**src/rtl/opb_register_ppc2simulink.sv**
```systemverilog
// OPB slave exposing one 32-bit software-written control register to fabric logic,
// with a one-cycle update strobe. Define OPB_REG_P2S_READBACK_EN to make the register readable.
module opb_register_ppc2simulink #(
    parameter logic [31:0] C_BASEADDR   = 32'h0108C200,
    parameter logic [31:0] C_HIGHADDR   = 32'h0108C2FF,
    parameter int          C_OPB_AWIDTH = 32,
    parameter int          C_OPB_DWIDTH = 32,
    parameter              C_FAMILY     = "virtex5"
) (
    input  logic        OPB_Clk,
    input  logic        OPB_Rst,
    input  logic [0:31] OPB_ABus,
    input  logic [0:3]  OPB_BE,
    input  logic [0:31] OPB_DBus,
    input  logic        OPB_RNW,
    input  logic        OPB_select,
    input  logic        OPB_seqAddr,
    output logic [0:31] Sl_DBus,
    output logic        Sl_xferAck,
    output logic        Sl_errAck,
    output logic        Sl_retry,
    output logic        Sl_toutSup,
    output logic [31:0] user_data_out,
    output logic        user_data_strb
);

    localparam logic [0:0] IDLE = 1'b0;
    localparam logic [0:0] ACK  = 1'b1;

    // Widths are fixed at 32; the family string is informational only.
    localparam int unused_cfg = C_OPB_AWIDTH + C_OPB_DWIDTH + $bits(C_FAMILY);

    logic        unused_seq_s;
    logic [0:0]  state_r;
    logic        rnw_r;
    logic [3:0]  be_r;
    logic [31:0] dbus_r;
    logic [31:0] data_r;
    logic [31:0] rdata_r;
    logic        ack_r;
    logic        strb_r;
    logic        hit_s;
    logic [31:0] merged_s;

    // Byte j of the register takes byte j of the write data when its enable is set.
    // be/dbus are already in user bit order, so OPB lane k lands on byte 3-k.
    function automatic logic [31:0] merge_bytes(input logic [31:0] cur,
                                                input logic [31:0] wdat,
                                                input logic [3:0]  be);
        logic [31:0] res;
        res = cur;
        for (int j = 0; j < 4; j++) begin
            if (be[j]) begin
                res[8*j +: 8] = wdat[8*j +: 8];
            end else begin
                res[8*j +: 8] = cur[8*j +: 8];
            end
        end
        return res;
    endfunction

    assign unused_seq_s = OPB_seqAddr;

    // Address decode: the whole window aliases the single register.
    always_comb begin
        hit_s = 1'b0;
        if (OPB_select && (state_r == IDLE) &&
            (OPB_ABus >= C_BASEADDR) && (OPB_ABus <= C_HIGHADDR)) begin
            hit_s = 1'b1;
        end else begin
            hit_s = 1'b0;
        end
    end

    // Merge of the latched write into the current register value.
    always_comb begin
        merged_s = merge_bytes(data_r, dbus_r, be_r);
    end

    // Transfer FSM: capture the request on a hit, spend one cycle in ACK.
    always_ff @(posedge OPB_Clk or posedge OPB_Rst) begin
        if (OPB_Rst) begin
            state_r <= IDLE;
            rnw_r   <= 1'b1;
            be_r    <= 4'b0000;
            dbus_r  <= 32'h0000_0000;
        end else begin
            case (state_r)
                IDLE: begin
                    if (hit_s) begin
                        rnw_r   <= OPB_RNW;
                        be_r    <= OPB_BE;
                        dbus_r  <= OPB_DBus;
                        state_r <= ACK;
                    end else begin
                        state_r <= IDLE;
                    end
                end
                ACK:     state_r <= IDLE;
                default: state_r <= IDLE;
            endcase
        end
    end

    // Registered bus response, register update and strobe on leaving ACK.
    always_ff @(posedge OPB_Clk or posedge OPB_Rst) begin
        if (OPB_Rst) begin
            ack_r   <= 1'b0;
            strb_r  <= 1'b0;
            data_r  <= 32'h0000_0000;
            rdata_r <= 32'h0000_0000;
        end else if (state_r == ACK) begin
            ack_r  <= 1'b1;
            strb_r <= ~rnw_r;
            if (!rnw_r) begin
                data_r <= merged_s;
            end else begin
                data_r <= data_r;
            end
`ifdef OPB_REG_P2S_READBACK_EN
            rdata_r <= rnw_r ? data_r : 32'h0000_0000;
`else
            rdata_r <= 32'h0000_0000;
`endif
        end else begin
            ack_r   <= 1'b0;
            strb_r  <= 1'b0;
            rdata_r <= 32'h0000_0000;
        end
    end

    // Plain assignment of [31:0] to [0:31] performs the bit reversal to OPB order.
    assign Sl_DBus        = rdata_r;
    assign Sl_xferAck     = ack_r;
    assign Sl_errAck      = 1'b0;
    assign Sl_retry       = 1'b0;
    assign Sl_toutSup     = 1'b0;
    assign user_data_out  = data_r;
    assign user_data_strb = strb_r;

endmodule

```
**config.mk**
```make
export PLATFORM = sky130hd
export DESIGN_NAME = opb_register_ppc2simulink
export DESIGN_NICKNAME = d
export VERILOG_FILES = /design/src/rtl/opb_register_ppc2simulink.sv
export SDC_FILE = /design/constraint.sdc
export NUM_CORES = 1
export LEC_CHECK = 0
export ABC_CLOCK_PERIOD_IN_PS = 2900
export CAP_MARGIN = 20
export CORE_MARGIN = 4
export CORE_UTILIZATION = 41
export CTS_CLUSTER_DIAMETER = 80
export DETAILED_ROUTE_END_ITERATION = 7
export GPL_ROUTABILITY_DRIVEN = 0
export GPL_TIMING_DRIVEN = 0
export PLACE_DENSITY = 0.85
export RECOVER_POWER = 25
export SLEW_MARGIN = 20
export SYNTH_ARGS = -nofsm -noshare
export SYNTH_HDL_FRONTEND = slang
export SYNTH_SLANG_ARGS = --single-unit
```
**constraint.sdc**
```tcl
create_clock -name OPB_Clk -period 2.9 [get_ports OPB_Clk]
set_clock_uncertainty 0.1 [all_clocks]
set_input_delay 0.29 -clock OPB_Clk [delete_from_list [all_inputs] [get_ports OPB_Clk]]
set_output_delay 0.29 -clock OPB_Clk [all_outputs]
set_load 0.1 [all_outputs]
```
Word level (Yosys, flattened, before mapping)
Cells that the tools add are included.
{"block": "classes", "n_mux": 5, "n_bitwise": 2, "n_reduce_logical": 8, "magnitude_cmp": 2}
{"op": "greater-or-equal comparator 32 x 25 -> 1 bit (second input constant)", "count": 1}
{"op": "<= comparator 32 x 25 -> 1 bit (second input constant)", "count": 1}
{"op": "AND reduction 3 bit", "count": 4}
{"op": "two-way mux 1 bit", "count": 4}
{"op": "logical AND 1 bit", "count": 3}
{"op": "NOT 1 bit", "count": 2}
{"op": "case mux 1 bit (2 select lines)", "count": 1}
{"op": "AND reduction 2 bit", "count": 1}
{"block": "word_totals", "inputBits": 73, "wordCells": 27, "ff_bits": 72, "output_inout_bits": 69}

Depth between registers and ports, before layout
Gate-level depths: netlist (run 1).
{"block": "depth", "depth_word": 7, "ltp_mapped": 6, "ltp_nobuf": 4}

Least setup slack after synthesis (run 1)
Ideal clock, no wire load.
{"block": "synth_timing", "path_type": "input to register", "from": "input port OPB_ABus[13] in the netlist's numbering", "to": "register be_r[0]", "t_arrival_ns": 1.975, "setup_time_ns": 0.127, "t_required_ns": 2.673, "stages": 6, "path_slack_ns": 0.697, "cell_sequence": "or3_1 a221o_1 a2111oi_2 buf_4 buf_6 mux2_1"}
{"block": "synth_via", "elab_chain_cells": 5}
{"element": "start, declared", "line_no": "12", "rtl": "input logic [0:31] OPB_ABus,"}
{"element": "greater-or-equal comparator 32 x 25 -> 1 bit", "line_no": "68", "rtl": "(OPB_ABus >= C_BASEADDR) && (OPB_ABus <= C_HIGHADDR)) begin"}
{"element": "logical AND 1 bit", "line_no": "67", "rtl": "if (OPB_select && (state_r == IDLE) &&"}
{"element": "logical AND 1 bit *", "line_no": "68"}
{"element": "two-way mux 1 bit *", "line_no": "67"}
{"element": "AND reduction 2 bit (no source line) *"}
{"element": "end signal, assigned", "line_no": "85", "rtl": "be_r <= 4'b0000;"}
{"element": "end signal, assigned", "line_no": "92", "rtl": "be_r <= OPB_BE;"}
{"element": "end, declared", "line_no": "36", "rtl": "logic [3:0] be_r;"}
Every way passes the cells marked *; elsewhere a longest branch is shown, timed or not.
A chain may end at the register's enable or synchronous reset.

Worst setup path after layout (run 1)
{"block": "layout_timing", "from": "input port OPB_ABus[13] in the netlist's numbering", "to": "register dbus_r[0]"}
{"block": "layout_via", "elab_chain_cells": 5}
{"element": "greater-or-equal comparator 32 x 25 -> 1 bit", "line_no": "68"}
{"element": "logical AND 1 bit", "line_no": "67"}
{"element": "logical AND 1 bit *", "line_no": "68"}
{"element": "two-way mux 1 bit *", "line_no": "67"}
{"element": "AND reduction 2 bit (no source line) *"}
{"element": "end signal, assigned", "line_no": "93", "rtl": "dbus_r <= OPB_DBus;"}
{"element": "end, declared", "line_no": "37", "rtl": "logic [31:0] dbus_r;"}
Marks and branches as above.

==> results of run 1 <==
final cells by class:
class,count,area (um^2),area share
Clock buffer,13,159,0.0348
Inverter,1,5.00,0.00110
Tap cell,99,124,0.0271
Timing Repair Buffer,106,1070,0.235
Sequential cell,72,1800,0.395
Clock inverter,3,40.0,0.00877
Buffer,40,305,0.0669
Multi-Input combinational cell,125,1060,0.232
kinds of logic after synthesis:
group | Yosys count
simple gates | 18
buf+inv | 41
compound gates | 3
flops | 72
other cells | 1
mux | 69
cells in the mapped netlist:
master | instances | share of area
a2111oi_2 | 1 | 0.0049
a211oi_1 | 1 | 0.0025
a221o_1 | 1 | 0.0033
buf_2 | 1 | 0.0016
buf_4 | 36 | 0.089
buf_6 | 1 | 0.0037
buf_8 | 1 | 0.0049
clkbuf_1 | 1 | 0.0012
conb_1 | 1 | 0.0012
dfrtp_1 | 71 | 0.58
dfstp_2 | 1 | 0.0086
inv_1 | 1 | 0.0012
mux2_1 | 19 | 0.070
mux2_2 | 50 | 0.19
nand2_1 | 4 | 0.0049
nand4_1 | 2 | 0.0041
nand4b_1 | 2 | 0.0058
nand4bb_1 | 1 | 0.0037
nor2b_1 | 2 | 0.0041
nor3b_1 | 1 | 0.0025
nor4_1 | 2 | 0.0041
nor4b_1 | 1 | 0.0029
or3_1 | 3 | 0.0062
worst max-delay path, stage by stage:
cell and delay, ns:
clkdlybuf4s50_1 0.41, or3_1 0.40, a221o_1 0.32, a2111oi_2 0.36
buf_4 0.27, buf_6 0.18, mux2_1 0.33
how the worst min path moves through the flow:
stage                  from  cells past startpoint          to
floorplan           state_r                      0  Sl_xferAck
global placement    state_r                      0  Sl_xferAck
detailed placement  state_r                      0  Sl_xferAck
CTS                 OPB_Rst                      2  dbus_r[19]
global route        state_r                      0  Sl_xferAck
finish              state_r                      0  Sl_xferAck
metal layers:
metal	GRT usage	up-vias
li1	-	944
met1	0.177	976
met2	0.249	73
met3	0.0673	6
met4	0.0433	0
met5	0	-
through the flow:
step           instances  setup WS, ns  utilization
5_1_grt              459         0.323        0.633
2_1_floorplan        238         0.687            -
6_report             459         0.451        0.633
4_1_cts              459         0.448        0.633
3_3_place_gp         442        -0.402        0.602
3_5_place_dp         443        0.0886        0.605
registers in the layout, summed over array words and instances (netlist names):
signal	count
Sl_xferAck	1
be_r	4
dbus_r	32
rnw_r	1
state_r	1
user_data_out	32
user_data_strb	1
power groups by stage:
stage                     sequential, mW  combinational, mW  clock (mW)
final                               1.00              0.361       0.780
after CTS                           1.00              0.362       0.809
after floorplan                     1.02              0.253           0
after detailed placement            1.02              0.361           0
after global routing                1.00              0.377       0.858
after global placement              1.02              0.355           0
==> results.json, run 1 <==
{
  "worst_hold_path_type": "flip-flop to flip-flop",
  "end_kind": "flip-flop",
  "worstPathRequired_ns": 3.02,
  "peakVddDrop_mv": 0.380,
  "fp.dieW_um": 94.1,
  "tightest_slew_ns": 1.39,
  "power_frac_seq": 0.468,
  "synth-seq-area-share": 0.593,
  "wl_met2_mm": 3.25,
  "root_buffer": "clkbuf_8",
  "yosys.area_share.adder": 0,
  "status": "finished, final reports clean",
  "syn_area_mm2": 0.00304,
  "wl_per_cell_um": 14.0,
  "grt_max_degree": 43,
  "crit_path_max_fanout": 10,
  "stdcell_area_mm2": 0.00456,
  "clkLatencyLatePin_ns": 0.33,
  "hpwl_mm": 4.98,
  "swShare": 0.269,
  "avgViaCountPerCell": 4.36,
  "start_util": 0.422,
  "yosysWarnings": 0,
  "avgSynthCellArea_um2": 14.9,
  "cts_hold_buf": 0,
  "top_layer": "met4",
  "grt-ovfl-total": 0,
  "grt_pass1_wl_mm": 10.2,
  "syn2layout_area_growth_pct": 50.1,
  "synthCells": 204,
  "synthXorXnorAreaFrac": 0,
  "p_sw_mw": 0.577,
  "layout-drive-gt1-share": 0.297,
  "route.vias.total": 1999,
  "r2r_end": "dbus_r[0]",
  "portBuffers": 105,
  "hold_slack_ns": 0.310,
  "die-area_mm2": 0.00886,
  "p_per_area_mw_per_mm2": 470,
  "drtIter0Drc": 68,
  "track_usage": 0.151,
  "postCtsSetupRepairBufs": 0,
  "maxCapViolations": 0,
  "ff2ff_path_depth": 6,
  "synth_compound_area_frac": 0.0107,
  "final_common_cell": "clkdlybuf4s50_1",
  "route.met3.wl_um": 583,
  "ant_nets": 0,
  "antennaDiodeCount": 0,
  "nFillCells": 578,
  "wl_mm": 6.41,
  "rsz0062_at_grt": "no",
  "cts_tree": "built",
  "synth_top_family_by_area": "multiplexers",
  "power_mw": 2.15,
  "drv_slew": 0,
  "row_count": 31,
  "place_area_mm2": 0.00437,
  "clock-sinks": 72,
  "setup_viol_count_final": 0,
  "final_nets": 428,
  "min_period_over_period": 0.844,
  "fin_crit_ns": 2.45,
  "synth.area.mux_share": 0.255,
  "clk_pin_slew_ns": 0.07,
  "r2r-start": "state_r",
  "synth_seq_cells": 72,
  "p_comb_frac": 0.168,
  "cellLeakagePower_nw": 2.27,
  "grt_pass1_vias": 2116,
  "post_cts_resized": 0,
  "setup_tns_ns": 0,
  "max_freq_mhz": 408,
  "crit_end": "dbus_r[0]",
  "htree_levels": 3,
  "numCtsBuffers": 9,
  "synth.distinct_cells": 23,
  "hold_viol": 0,
  "antenna_found_initial": 0,
  "cp-startpoint": "OPB_ABus[13]",
  "pin_count": 142,
  "wl_met1_mm": 2.51,
  "final_cell_mix": "104 x clkdlybuf4s50_1, 71 x dfrtp_1, 50 x mux2_2, 36 x buf_4, 35 x conb_1",
  "worst_ep_arrival_time_ns": 2.56,
  "drc": 0,
  "reg2reg_slack_ns": 0.79,
  "relSlewSlack": 0.0697,
  "cts_buffer_depth": 2,
  "intPower_mw": 1.57,
  "first_pass_iters": 6,
  "crit_type": "input port to flip-flop",
  "dieHeight_um": 94.1,
  "core_area_mm2": 0.00721,
  "pwr-share-clk": 0.364,
  "crit_path_start_kind": "input port",
  "synthSimpleGateAreaFrac": 0.0383
}
No activity file was read; power rests on OpenSTA's default activity.
==> inputs of run 2 (changes only) <==
--- a/config.mk
+++ b/config.mk
@@ -5,7 +5,7 @@
 export SDC_FILE = /design/constraint.sdc
 export NUM_CORES = 1
 export LEC_CHECK = 0
-export ABC_CLOCK_PERIOD_IN_PS = 2900
+export ABC_CLOCK_PERIOD_IN_PS = 2300
 export CAP_MARGIN = 20
 export CORE_MARGIN = 4
 export CORE_UTILIZATION = 41
==> constraint.sdc (replaced) <==
create_clock -name OPB_Clk -period 2.3 [get_ports OPB_Clk]
set_clock_uncertainty 0.1 [all_clocks]
set_input_delay 0.23 -clock OPB_Clk [delete_from_list [all_inputs] [get_ports OPB_Clk]]
set_output_delay 0.23 -clock OPB_Clk [all_outputs]
set_load 0.1 [all_outputs]
==> run 2 against run 1 <==
  * Worst hold slack is essentially flat
  * Critical path depth unchanged
  * Die area stayed put
  * Non-clock buffer count increased by 5
  * Via count is 1.6% higher
  * Count of clock-buffer cells in the layout did not move
  * Clock power rose by 27%
  * Worst setup slack got worse by 0.35 ns
  * Largest power group unchanged
==> results.json, run 2 (synthesized netlist as in run 1, its figures left out) <==
{
  "core_area_mm2": 0.00721,
  "placed_cells": 443,
  "setup_viol_count_final": 0,
  "power_mw": 2.71,
  "max_freq_mhz": 456,
  "setup_tns_ns": 0,
  "start_util": 0.422,
  "end_kind": "flip-flop",
  "die-area_mm2": 0.00886,
  "clock-sinks": 72,
  "p_per_area_mw_per_mm2": 571,
  "avgViaCountPerCell": 4.38,
  "final_common_cell": "clkdlybuf4s50_1",
  "status": "finished, final reports clean",
  "worstPathCellList": "clkdlybuf4s50_1 -> nand4b_1 -> or3_1 -> a2111oi_4 -> buf_6 -> clkbuf_16 -> mux2_4",
  "clkLatencyLatePin_ns": 0.34,
  "drv_slew": 0,
  "numCtsBuffers": 9,
  "portBuffers": 105,
  "root_buffer": "clkbuf_8",
  "fp.dieW_um": 94.1,
  "cts_buffer_depth": 2,
  "nFillCells": 565,
  "hold_end": "Sl_xferAck",
  "cts_hold_buf": 0,
  "cp-startpoint": "OPB_ABus[23]",
  "first_pass_iters": 4,
  "worstPathRequired_ns": 2.42,
  "grt_max_degree": 43,
  "clk_pin_slew_ns": 0.07,
  "hold_viol": 0,
  "crit_type": "input port to flip-flop",
  "peakVddDrop_mv": 0.483,
  "drc": 0,
  "hp-start": "state_r",
  "wl_per_cell_um": 14.7,
  "min_period_over_period": 0.954,
  "drtIter0Drc": 52,
  "grt-ovfl-total": 0,
  "r2r-start": "state_r",
  "layout-drive-gt1-share": 0.340,
  "worst_hold_path_type": "flip-flop to flip-flop",
  "worst_ep_arrival_time_ns": 2.32,
  "grt_pass1_vias": 2131,
  "tightest_slew_ns": 1.32,
  "r2r_end": "dbus_r[16]",
  "ff_latch_area_mm2": 0.00180,
  "ff2ff_path_depth": 6,
  "cp_slowest_cell": "clkdlybuf4s50_1",
  "final_cell_mix": "98 x clkdlybuf4s50_1, 71 x dfrtp_1, 46 x mux2_2, 37 x buf_4, 35 x conb_1",
  "final_nets": 433,
  "cellLeakagePower_nw": 2.37,
  "antenna_found_initial": 0,
  "hold_depth": 0,
  "grt_pass1_wl_mm": 10.3,
  "syn2layout_area_growth_pct": 56.0,
  "wl_mm": 6.82,
  "route.vias.total": 2031,
  "ant_nets": 0,
  "relSlewSlack": 0.115,
  "maxCapViolations": 0,
  "crit_path_start_kind": "input port",
  "dieHeight_um": 94.1,
  "crit_path_max_fanout": 7,
  "fin_crit_ns": 2.19,
  "antennaDiodeCount": 0,
  "instances_no_fill": 464,
  "htree_levels": 3,
  "pin_count": 142,
  "row_count": 31,
  "rsz0062_at_grt": "no",
  "reg2reg_slack_ns": 0.22,
  "hpwl_mm": 4.98,
  "multiInputGateArea_mm2": 0.00113,
  "fin_util": 0.658,
  "track_usage": 0.153,
  "cts_tree": "built",
  "slowest_delay_ns": 0.43
}
run 2: cell count changes in the layout (fill, tap and decap cells not counted), sizes merged:
cell	previous run	this run
buf	40	42
clkbuf	14	17
dlymetal6s2s	0	6
clkdlybuf4s50	104	98
run 2: area by class of cell:
type,count,area share
Tap cell,99,0.0261
Inverter,1,0.00105
Timing Repair Buffer,111,0.244
Sequential cell,72,0.380
Clock inverter,3,0.00844
Clock buffer,13,0.0335
Multi-Input combinational cell,125,0.239
Buffer,40,0.0685
run 2: per-layer routing:
layer,track usage,part of all wire,vias up
met1,0.179,0.39,997
met2,0.256,0.52,75
li1,-,-,954
met5,0,0,-
met3,0.0649,0.086,5
met4,0.0397,0.0062,0
run 2: report_power, final:
part	switching [mW]	internal [mW]	total, mW	leakage (nW)
clock	0.431	0.558	0.989	0.103
combinational	0.304	0.151	0.454	1.26
sequential	0.000000485	1.27	1.27	1.00
total	0.735	1.97	2.71	2.37
run 2: per-stage QoR:
step | worst slack (ns) | area (um^2) | hold WS (ns)
global placement | -0.942 | 4340 | 0.299
floorplan | 0.147 | 3170 | 0.265
detailed placement | -0.451 | 4370 | 0.297
CTS | 0.0145 | 4590 | 0.141
finish | 0.105 | 4750 | 0.310
global route | 0.0491 | 4750 | 0.333
run 2: repair_timing:
item | CTS | global route
endpoints found under the setup margin | 20 | 35
gates cloned | 0 | 2
pin swaps | 0 | 3
gates resized for setup | 1 | 31
buffers inserted | 2 | 1
run 2: critical path: cells and delay by family:
kind | cells | cell delay, ns
AO/OA/AOI/OAI | 1 | 0.36
AND/OR/NAND/NOR | 2 | 0.61
buffers and inverters | 3 | 0.83
multiplexers | 1 | 0.29
run 2: worst max-delay path by stage:
stage	slack, ns	depth (start not counted)	end
6_report	0.11	7	dbus_r[16]
5_1_grt	0.05	7	dbus_r[22]
3_5_place_dp	-0.45	7	dbus_r[29]
3_3_place_gp	-0.94	2	user_data_out[25]
4_1_cts	0.01	7	dbus_r[29]
2_1_floorplan	0.15	1	Sl_xferAck
==> inputs of run 3 (changes only) <==
--- a/config.mk
+++ b/config.mk
@@ -11,7 +11,6 @@
 export CORE_UTILIZATION = 41
 export CTS_CLUSTER_DIAMETER = 80
 export DETAILED_ROUTE_END_ITERATION = 7
-export GPL_ROUTABILITY_DRIVEN = 0
 export GPL_TIMING_DRIVEN = 0
 export PLACE_DENSITY = 0.85
 export RECOVER_POWER = 25
==> results of run 3 <==
The final DEF is identical to that of run 2; final timing and power are the same.
